File: src/rtl/pipeline_ctrl.sv
// Hazard and stall controller for a 5-stage in-order pipeline: load-use interlock,
// branch flush, data-memory wait with timeout, and saturating stall/flush counters.
module pipeline_ctrl #(
  parameter int REG_COUNT   = 32,
  parameter int CNT_WIDTH   = 32,
  parameter int MEM_TIMEOUT = 16
) (
  input  logic                         clk,
  input  logic                         rst,
  input  logic [$clog2(REG_COUNT)-1:0] id_rs1_addr,
  input  logic [$clog2(REG_COUNT)-1:0] id_rs2_addr,
  input  logic                         id_uses_rs1,
  input  logic                         id_uses_rs2,
  input  logic                         ex_mem_read,
  input  logic [$clog2(REG_COUNT)-1:0] ex_rd_addr,
  input  logic                         ex_branch_taken,
  input  logic                         mem_req,
  input  logic                         dmem_ready,
  output logic                         pc_en,
  output logic                         if_id_en,
  output logic                         id_ex_en,
  output logic                         ex_mem_en,
  output logic                         if_id_flush,
  output logic                         id_ex_flush,
  output logic                         mem_wb_bubble,
  output logic                         mem_err,
  output logic [CNT_WIDTH-1:0]         stall_cnt,
  output logic [CNT_WIDTH-1:0]         flush_cnt
);

  localparam logic [7:0] TIMEOUT_LAST = 8'(MEM_TIMEOUT - 1);

  typedef enum logic [1:0] {
    RUN      = 2'd0,
    MEM_WAIT = 2'd1,
    ERROR    = 2'd2
  } state_t;

  state_t                 state_q, state_d;
  logic [7:0]             wait_cnt_q, wait_cnt_d;
  logic [CNT_WIDTH-1:0]   stall_cnt_q, stall_cnt_d;
  logic [CNT_WIDTH-1:0]   flush_cnt_q, flush_cnt_d;

  logic mem_stall;
  logic load_use;
  logic in_error;
  logic branch_rule;

  assign mem_stall = mem_req & ~dmem_ready;
  assign load_use  = ex_mem_read & (ex_rd_addr != '0) &
                     ((id_uses_rs1 & (id_rs1_addr == ex_rd_addr)) |
                      (id_uses_rs2 & (id_rs2_addr == ex_rd_addr)));
  assign in_error  = (state_q == ERROR);

  always_ff @(posedge clk or negedge rst) begin
    if (!rst) begin
      state_q     <= RUN;
      wait_cnt_q  <= '0;
      stall_cnt_q <= '0;
      flush_cnt_q <= '0;
    end else begin
      state_q     <= state_d;
      wait_cnt_q  <= wait_cnt_d;
      stall_cnt_q <= stall_cnt_d;
      flush_cnt_q <= flush_cnt_d;
    end
  end

  // A returning dmem_ready always beats an expiring timeout.
  always_comb begin
    state_d    = state_q;
    wait_cnt_d = wait_cnt_q;
    unique case (state_q)
      RUN: begin
        if (mem_stall) begin
          state_d    = MEM_WAIT;
          wait_cnt_d = 8'd1;
        end
      end
      MEM_WAIT: begin
        if (!mem_stall) begin
          state_d    = RUN;
          wait_cnt_d = '0;
        end else if (wait_cnt_q == TIMEOUT_LAST) begin
          state_d = ERROR;
        end else begin
          wait_cnt_d = wait_cnt_q + 8'd1;
        end
      end
      ERROR:   state_d = ERROR;
      default: begin
        state_d    = RUN;
        wait_cnt_d = '0;
      end
    endcase
  end

  always_comb begin
    pc_en         = 1'b1;
    if_id_en      = 1'b1;
    id_ex_en      = 1'b1;
    ex_mem_en     = 1'b1;
    if_id_flush   = 1'b0;
    id_ex_flush   = 1'b0;
    mem_wb_bubble = 1'b0;
    branch_rule   = 1'b0;
    if (in_error || mem_stall) begin
      pc_en         = 1'b0;
      if_id_en      = 1'b0;
      id_ex_en      = 1'b0;
      ex_mem_en     = 1'b0;
      mem_wb_bubble = 1'b1;
    end else if (ex_branch_taken) begin
      if_id_flush = 1'b1;
      id_ex_flush = 1'b1;
      branch_rule = 1'b1;
    end else if (load_use) begin
      pc_en       = 1'b0;
      if_id_en    = 1'b0;
      id_ex_flush = 1'b1;
    end
  end

  always_comb begin
    stall_cnt_d = stall_cnt_q;
    flush_cnt_d = flush_cnt_q;
    if (!pc_en && (stall_cnt_q != '1)) stall_cnt_d = stall_cnt_q + 1'b1;
    if (branch_rule && (flush_cnt_q != '1)) flush_cnt_d = flush_cnt_q + 1'b1;
  end

  assign mem_err   = in_error;
  assign stall_cnt = stall_cnt_q;
  assign flush_cnt = flush_cnt_q;

endmodule

File: config.mk
export PLATFORM = sky130hd
export DESIGN_NAME = pipeline_ctrl
export DESIGN_NICKNAME = d
export VERILOG_FILES = /design/src/rtl/pipeline_ctrl.sv
export SDC_FILE = /design/constraint.sdc
export NUM_CORES = 1
export LEC_CHECK = 0
export BUFFER_PORTS_ARGS = -buffer_cell sky130_fd_sc_hd__buf_2
export CORE_AREA = 2 2 99 72
export CTS_BUF_LIST = sky130_fd_sc_hd__clkbuf_2
export CTS_CLUSTER_SIZE = 25
export DETAILED_ROUTE_END_ITERATION = 7
export DIE_AREA = 0 0 101 74
export PLACE_DENSITY = 0.91
export RECOVER_POWER = 25
export SLEW_MARGIN = 0
export SYNTH_ARGS = -nofsm -noshare
export SYNTH_HDL_FRONTEND = slang
export SYNTH_SLANG_ARGS = --single-unit
File: constraint.sdc
create_clock -name clk -period 4.1 [get_ports clk]
set_input_delay 1.025 -clock clk [delete_from_list [all_inputs] [get_ports clk]]
set_output_delay 1.025 -clock clk [all_outputs]
set_load 0.05 [all_outputs]
==> run metrics, run 1 <==
via count=3030; antenna violations before repair=0; global-route wire length before repair=13800 um; Yosys warnings=0; top cells by area in the synthesized netlist=dfrtp_1 (48%), xnor2_1 (8.5%), xor2_1 (8.5%); Synth cell types=48; clk sinks=74; endpoints failing hold=0; CP Capture Type=output port; leakage power=0.00230 uW; WP data required=3.07 ns; CTS Buf Count=9; Crit Path Category=input port to output port; Util after Layout=68.5%; Avg Inst Size Synth=10.5 um2; dpl hpwl=6220 um; IO buf count=94; Final Cycle Share=85.6%; DRC viols=0; Fin Clk Skew=0.0368 ns; site row count=25; vias per cell=5.52; Non-Filler Instances=549; pre-CTS setup slack=0.611 ns; Slew headroom=-36.9%; Mapped Cells=364; Root Buffer=clkbuf_2; clock slew at reported path FFs=0.20 ns; Post-Route WL=8280 um; setup repair after global routing missed its margin=false; Data arrival, critical path=2.49 ns; HP Class=register to register; CP delay by family, top=simple AND/OR/NAND/NOR gates; Netlist Area Pre-Place=3830 um2; Setup Buffers After CTS=0; Total Neg Setup Slack=0 ns; maximum clock path buffer count=2; Starting Density=58.3%; vias in the first global route=2999; CTS tree=built; Fillers=529; FFs w/ async S/R, synth=100%; top cells by count, synth=dfrtp_1 (74), nand2_1 (38), xnor2_1 (37), xor2_1 (37), nand3_1 (32); H-tree depth=3; cell count after placement=533; Crit-path slowest cell=or4_1; Ports=95; failing checks=capacitance limit, slew limit; worst slew pin tran=2.05 ns; CP Launch Type=input port; Post-synth EDFFs=0; Layout area overhead=17.6%; Worst Reg-to-Reg Cells=6; CP Cell Sequence=buf_2 -> or4_1 -> o21ai_1 -> nor2_1 -> a21oi_2 -> buf_2; CP max FO=4; chip height=74 um; pwr/cell area=417 nW/um2; # diodes=0; most frequent cell after synthesis=dfrtp_1; Clk Latency, worst-skew pair=0.53 ns; hold slack=0.497 ns; slowest stage delay, CP=0.53 ns; status=finished with violations; Placer Congestion=0.858; share of cells above drive strength 1=28.8%; most used cell, CP=buf_2; core outline area=6570 um2; sequential element share of the synthesized area=48.4%; Final Net Count=489; antenna-violating nets left=0; Die Wd=101 um; #FFs+latches synth=74; worst hold stages=1; Final Max Slew Viols=76; GRT overflow=0; max-cap violations=2; Yosys top cell area share=48.4%; crit path time final=3.51 ns; final worst slack=0.589 ns; Max Clk Rate=285 MHz; Tot GR Track Use=23.8%; Worst path depth=6; Die Area=7470 um2; worst vdd ir=486 uV; Post-Syn Nets=390; DR pass1 iterations=4; hold_buf cts=0; 1st-iter DRT viols=141; drt wl/cell=15.1 um; Synth area leader=dfrtp_1; predominant post-synthesis flop cell=dfrtp_1; Final setup violation count=0; largest net degree at the start of global routing=40; cts repair resizes=0; CP bufs+invs=2
## layout by cell type (no fill, tap or decap), types with 6 or more instances in the layout
master	instances
buf_2	94
dfrtp_1	74
nand2_1	38
xnor2_1	37
xor2_1	37
nand3_1	32
nor3_1	23
nor2_1	18
and3_1	14
inv_1	9
nand4_1	9
clkbuf_2	9
and2_1	6
nor3_2	6
o21ai_0	6
## through the flow
| stage | area, um2 | total power [uW] |
|---|---|---|
| after global placement | 4350 | 1350 |
| after floorplan | 3830 | 1230 |
| after global routing | 4500 | 1960 |
| final | 4500 | 1880 |
| after detailed placement | 4350 | 1360 |
| after CTS | 4510 | 1890 |
## state kept, by name (all words and copies together), names as in the netlist
signal      flops
flush_cnt      32
stall_cnt      32
wait_cnt_q      8
state_q         2
## worst paths after layout
path,to,from,slack [ns]
max in group asynchronous,wait_cnt_q[6],rst,1.75
setup / recovery,if_id_en,ex_rd_addr[1],0.59
hold reg to reg,flush_cnt[26],flush_cnt[26],0.50
min in group asynchronous,flush_cnt[28],rst,1.05
setup reg to reg,stall_cnt[1],stall_cnt[3],1.55
hold / removal,flush_cnt[26],flush_cnt[26],0.50
## cell type report
type	instances	area, um2	area share [%]
clock buffers	9	45.0	1.00
clock inverters	7	116	2.59
inverters	9	33.8	0.751
multi-input cells	273	1870	41.6
flip-flops and latches	74	1850	41.2
well taps	81	101	2.25
repair buffers	96	478	10.6
## cells by family (layout without fill, tap and decap cells)
family                   after synthesis  count (layout)  synth area share (%)
AND/OR/NAND/NOR                      176             176                  27.3
AO/OA/AOI/OAI                         19              19                  3.40
buffers and inverters                 17             121                  2.68
XOR/XNOR                              74              74                  16.9
multiplexers                           1               1                 0.294
flip-flops                            74              74                  48.4
adder cells (fa/ha/maj)                3               3                 0.981
## where the power goes
part           total (uW)  internal [uW]  leakage, uW  switching (uW)
clock                 530            263    0.0000939             266
sequential            890            789     0.000985             100
combinational         459            118      0.00122             340
total                1880           1170      0.00230             707
## per-layer routing
| layer | up-vias | track usage, % | part of all wire (%) |
|---|---|---|---|
| li1 | 1459 | - | - |
| met1 | 1476 | 29.5 | 44 |
| met2 | 85 | 39.4 | 49 |
| met3 | 10 | 8.18 | 6.5 |
| met4 | 0 | 8.41 | 1.0 |
| met5 | - | 0 | 0 |
## worst register-to-register path: stages, from the launching register on
cell and delay (ns):
dfrtp_1 0.52, and4_4 0.27, and4_4 0.28, nand3_4 0.12, nand2b_4 0.22, o21bai_4 0.68, mux2_1 0.39
Power figures use the tool's default switching activity.
==> run 2, diff against run 1 <==
--- a/config.mk
+++ b/config.mk
@@ -7,4 +7,5 @@
 export LEC_CHECK = 0
+export ABC_AREA = 1
 export BUFFER_PORTS_ARGS = -buffer_cell sky130_fd_sc_hd__buf_2
-export CORE_AREA = 2 2 99 72
+export CORE_AREA = 2 2 110 80
 export CTS_BUF_LIST = sky130_fd_sc_hd__clkbuf_2
@@ -12,3 +13,3 @@
 export DETAILED_ROUTE_END_ITERATION = 7
-export DIE_AREA = 0 0 101 74
+export DIE_AREA = 0 0 112 82
 export PLACE_DENSITY = 0.91
==> constraint.sdc (replaced) <==
create_clock -name clk -period 4.1 [get_ports clk]
set_input_delay 0.615 -clock clk [delete_from_list [all_inputs] [get_ports clk]]
set_output_delay 0.615 -clock clk [all_outputs]
set_load 0.05 [all_outputs]
==> run 2 against run 1 <==
  * The flow still finishes with violations (capacitance limit, slew limit)
  * Clock skew down 0.011 ns
  * Cell count up 67%
  * Die area up 23%
  * Synthesized cell count up 95%
  * Routed wire length up 45%
  * Critical path depth up 3
  * Via count up 60%
  * Combinational power up 24%
  * Sequential power down 0.7%
  * First-iteration DRC count rose to 2.9 times the previous value
  * Register-to-register slack better by 0.27 ns
  * Worst setup slack better by 0.65 ns
  * Largest power group unchanged
  * Highest routed layer unchanged
==> run metrics, run 2 <==
most frequent cells in the layout=nand2_1 (262), buf_2 (93), nor2_1 (88), inv_1 (75), dfrtp_1 (74); share of cells above drive strength 1=18.5%; crit path time final=2.86 ns; Synth cell types=35; Starting Density=60.3%; hold slack=0.303 ns; vias in the first global route=4268; largest net degree at the start of global routing=49; IO buf count=94; Setup Buffers After CTS=0; most used cell, CP=inv_1; clock slew at reported path FFs=0.21 ns; Synth area leader=dfrtp_1; Crit-path slowest cell=dfrtp_1; cts repair resizes=0; Max Clk Rate=350 MHz; Die Area=9180 um2; leakage power=0.00294 uW; predominant post-synthesis flop cell=dfrtp_1; Post-Route WL=12000 um; HP Class=input port to asynchronous set/reset pin; Netlist Area Pre-Place=4950 um2; Placer Congestion=1.02; Final Cycle Share=69.8%; global-route wire length before repair=19800 um; vias per cell=5.29; antenna-violating nets left=0; sequential element share of the synthesized area=37.4%; endpoints failing hold=0; Final setup violation count=0; Non-Filler Instances=916; slowest stage delay, CP=0.43 ns; Tot GR Track Use=26.7%; #FFs+latches synth=74; Worst Reg-to-Reg Cells=8; H-tree depth=3; setup repair after global routing missed its margin=false; pwr/cell area=344 nW/um2; GRT overflow=0; dpl hpwl=9180 um; CP Cell Sequence=inv_1 -> nor2_2 -> inv_1 -> nand2_2 -> inv_1 -> nand2_2 -> buf_4 -> inv_1 -> buf_2; Yosys warnings=0; core outline area=8200 um2; most frequent cell after synthesis=nand2_1; Total Power=1910 uW; Fin Clk Skew=0.0253 ns; Final Max Slew Viols=33; 1st-iter DRT viols=407; cell count after placement=899; WP data required=3.48 ns; max-cap violations=1; Total Neg Setup Slack=0 ns; worst slew pin tran=1.73 ns; drt wl/cell=13.1 um; top cells by count, synth=nand2_1 (262), nor2_1 (88), inv_1 (75); most common cell after layout, fill and taps aside=nand2_1; antenna violations before repair=0; Final Net Count=831; CTS Buf Count=9; Post-synth EDFFs=0; Root Buffer=clkbuf_2; Mapped Cells=711; FFs w/ async S/R, synth=100%; chip height=82 um; failing checks=capacitance limit, slew limit; clk sinks=74; Post-Syn Nets=737; DR pass1 iterations=7; Ports=95; Clk Latency, worst-skew pair=0.53 ns; Data arrival, critical path=2.25 ns; top cells by area in the synthesized netlist=dfrtp_1 (37%), nand2_1 (20%), nor2_1 (6.7%); DRC viols=0; worst vdd ir=387 uV; Crit Path Category=register to output port; site row count=28; CP max FO=48; CP Capture Type=output port; Layout area overhead=12.4%; via count=4846; Yosys top cell area share=37.4%; status=finished with violations; Util after Layout=67.8%; CP Launch Type=register; hold_buf cts=0; Avg Inst Size Synth=6.96 um2; Die Wd=112 um; CTS tree=built; Slew headroom=-15.2%; maximum clock path buffer count=2
[run 2: cell types whose count changed in the layout (fill, tap and decap cells not counted), moves of 9 or more]
cell and delta:
nand3_1 +21, and3_1 -14, xnor2_1 -31, o21ai_0 +9, nor2_1 +70, nand2_1 +224, nor2_2 +16, inv_1 +66
[run 2: worst paths after layout]
kind	start	endpoint	slack (ns)
setup / recovery	state_q[1]	if_id_en	1.24
hold / removal	rst	flush_cnt[1]	0.30
setup reg to reg	flush_cnt[0]	flush_cnt[28]	1.82
hold reg to reg	state_q[1]	state_q[0]	0.51
max in group asynchronous	rst	stall_cnt[29]	1.59
min in group clk	dmem_ready	state_q[0]	0.49
[run 2: cells by family (layout without fill, tap and decap cells)]
group / count (synthesis) / in the layout / synth area share [%]
compound gates: 24 / 24 / 2.78
flops: 74 / 74 / 37.4
xor+xnor: 42 / 42 / 7.59
simple gates: 475 / 475 / 42.7
other cells: 0 / 1 / 0
buf+inv: 93 / 192 / 8.75
fa+ha+maj: 3 / 3 / 0.759
[run 2: cell type report]
class	instances	area, um2
antenna	1	2.50
clock buffer	10	50.0
clock inverter	6	81.3
fill	677	2640
inverter	79	297
multi-input combinational	544	2660
sequential	74	1850
tap	105	131
timing repair buffer	97	484
[run 2: where the power goes]
part | total (uW) | internal, uW | switching (uW)
clock | 459 | 201 | 258
combinational | 569 | 134 | 435
sequential | 884 | 797 | 86.4
[run 2: worst max-delay path, delay by kind of cell (launching register included)]
| kind | cells | cell delay (ns) |
|---|---|---|
| flops | 1 | 0.43 |
| buf+inv | 6 | 0.98 |
| simple gates | 3 | 0.31 |
[run 2: stage by stage]
| step | setup WS (ns) | cell area (um2) |
|---|---|---|
| finish | 1.24 | 5560 |
| global placement | 1.51 | 5430 |
| floorplan | 0.895 | 4950 |
| CTS | 1.20 | 5570 |
| global route | 0.954 | 5560 |
| detailed placement | 1.46 | 5430 |
[run 2: routing by layer]
metal  vias up  track usage (%)  part of all wire [%]
met5         -                0                     0
met2       195             42.6                    44
met3        10             8.04                   8.9
li1       2384                -                     -
met1      2257             37.1                    46
met4         0             3.90                  0.83
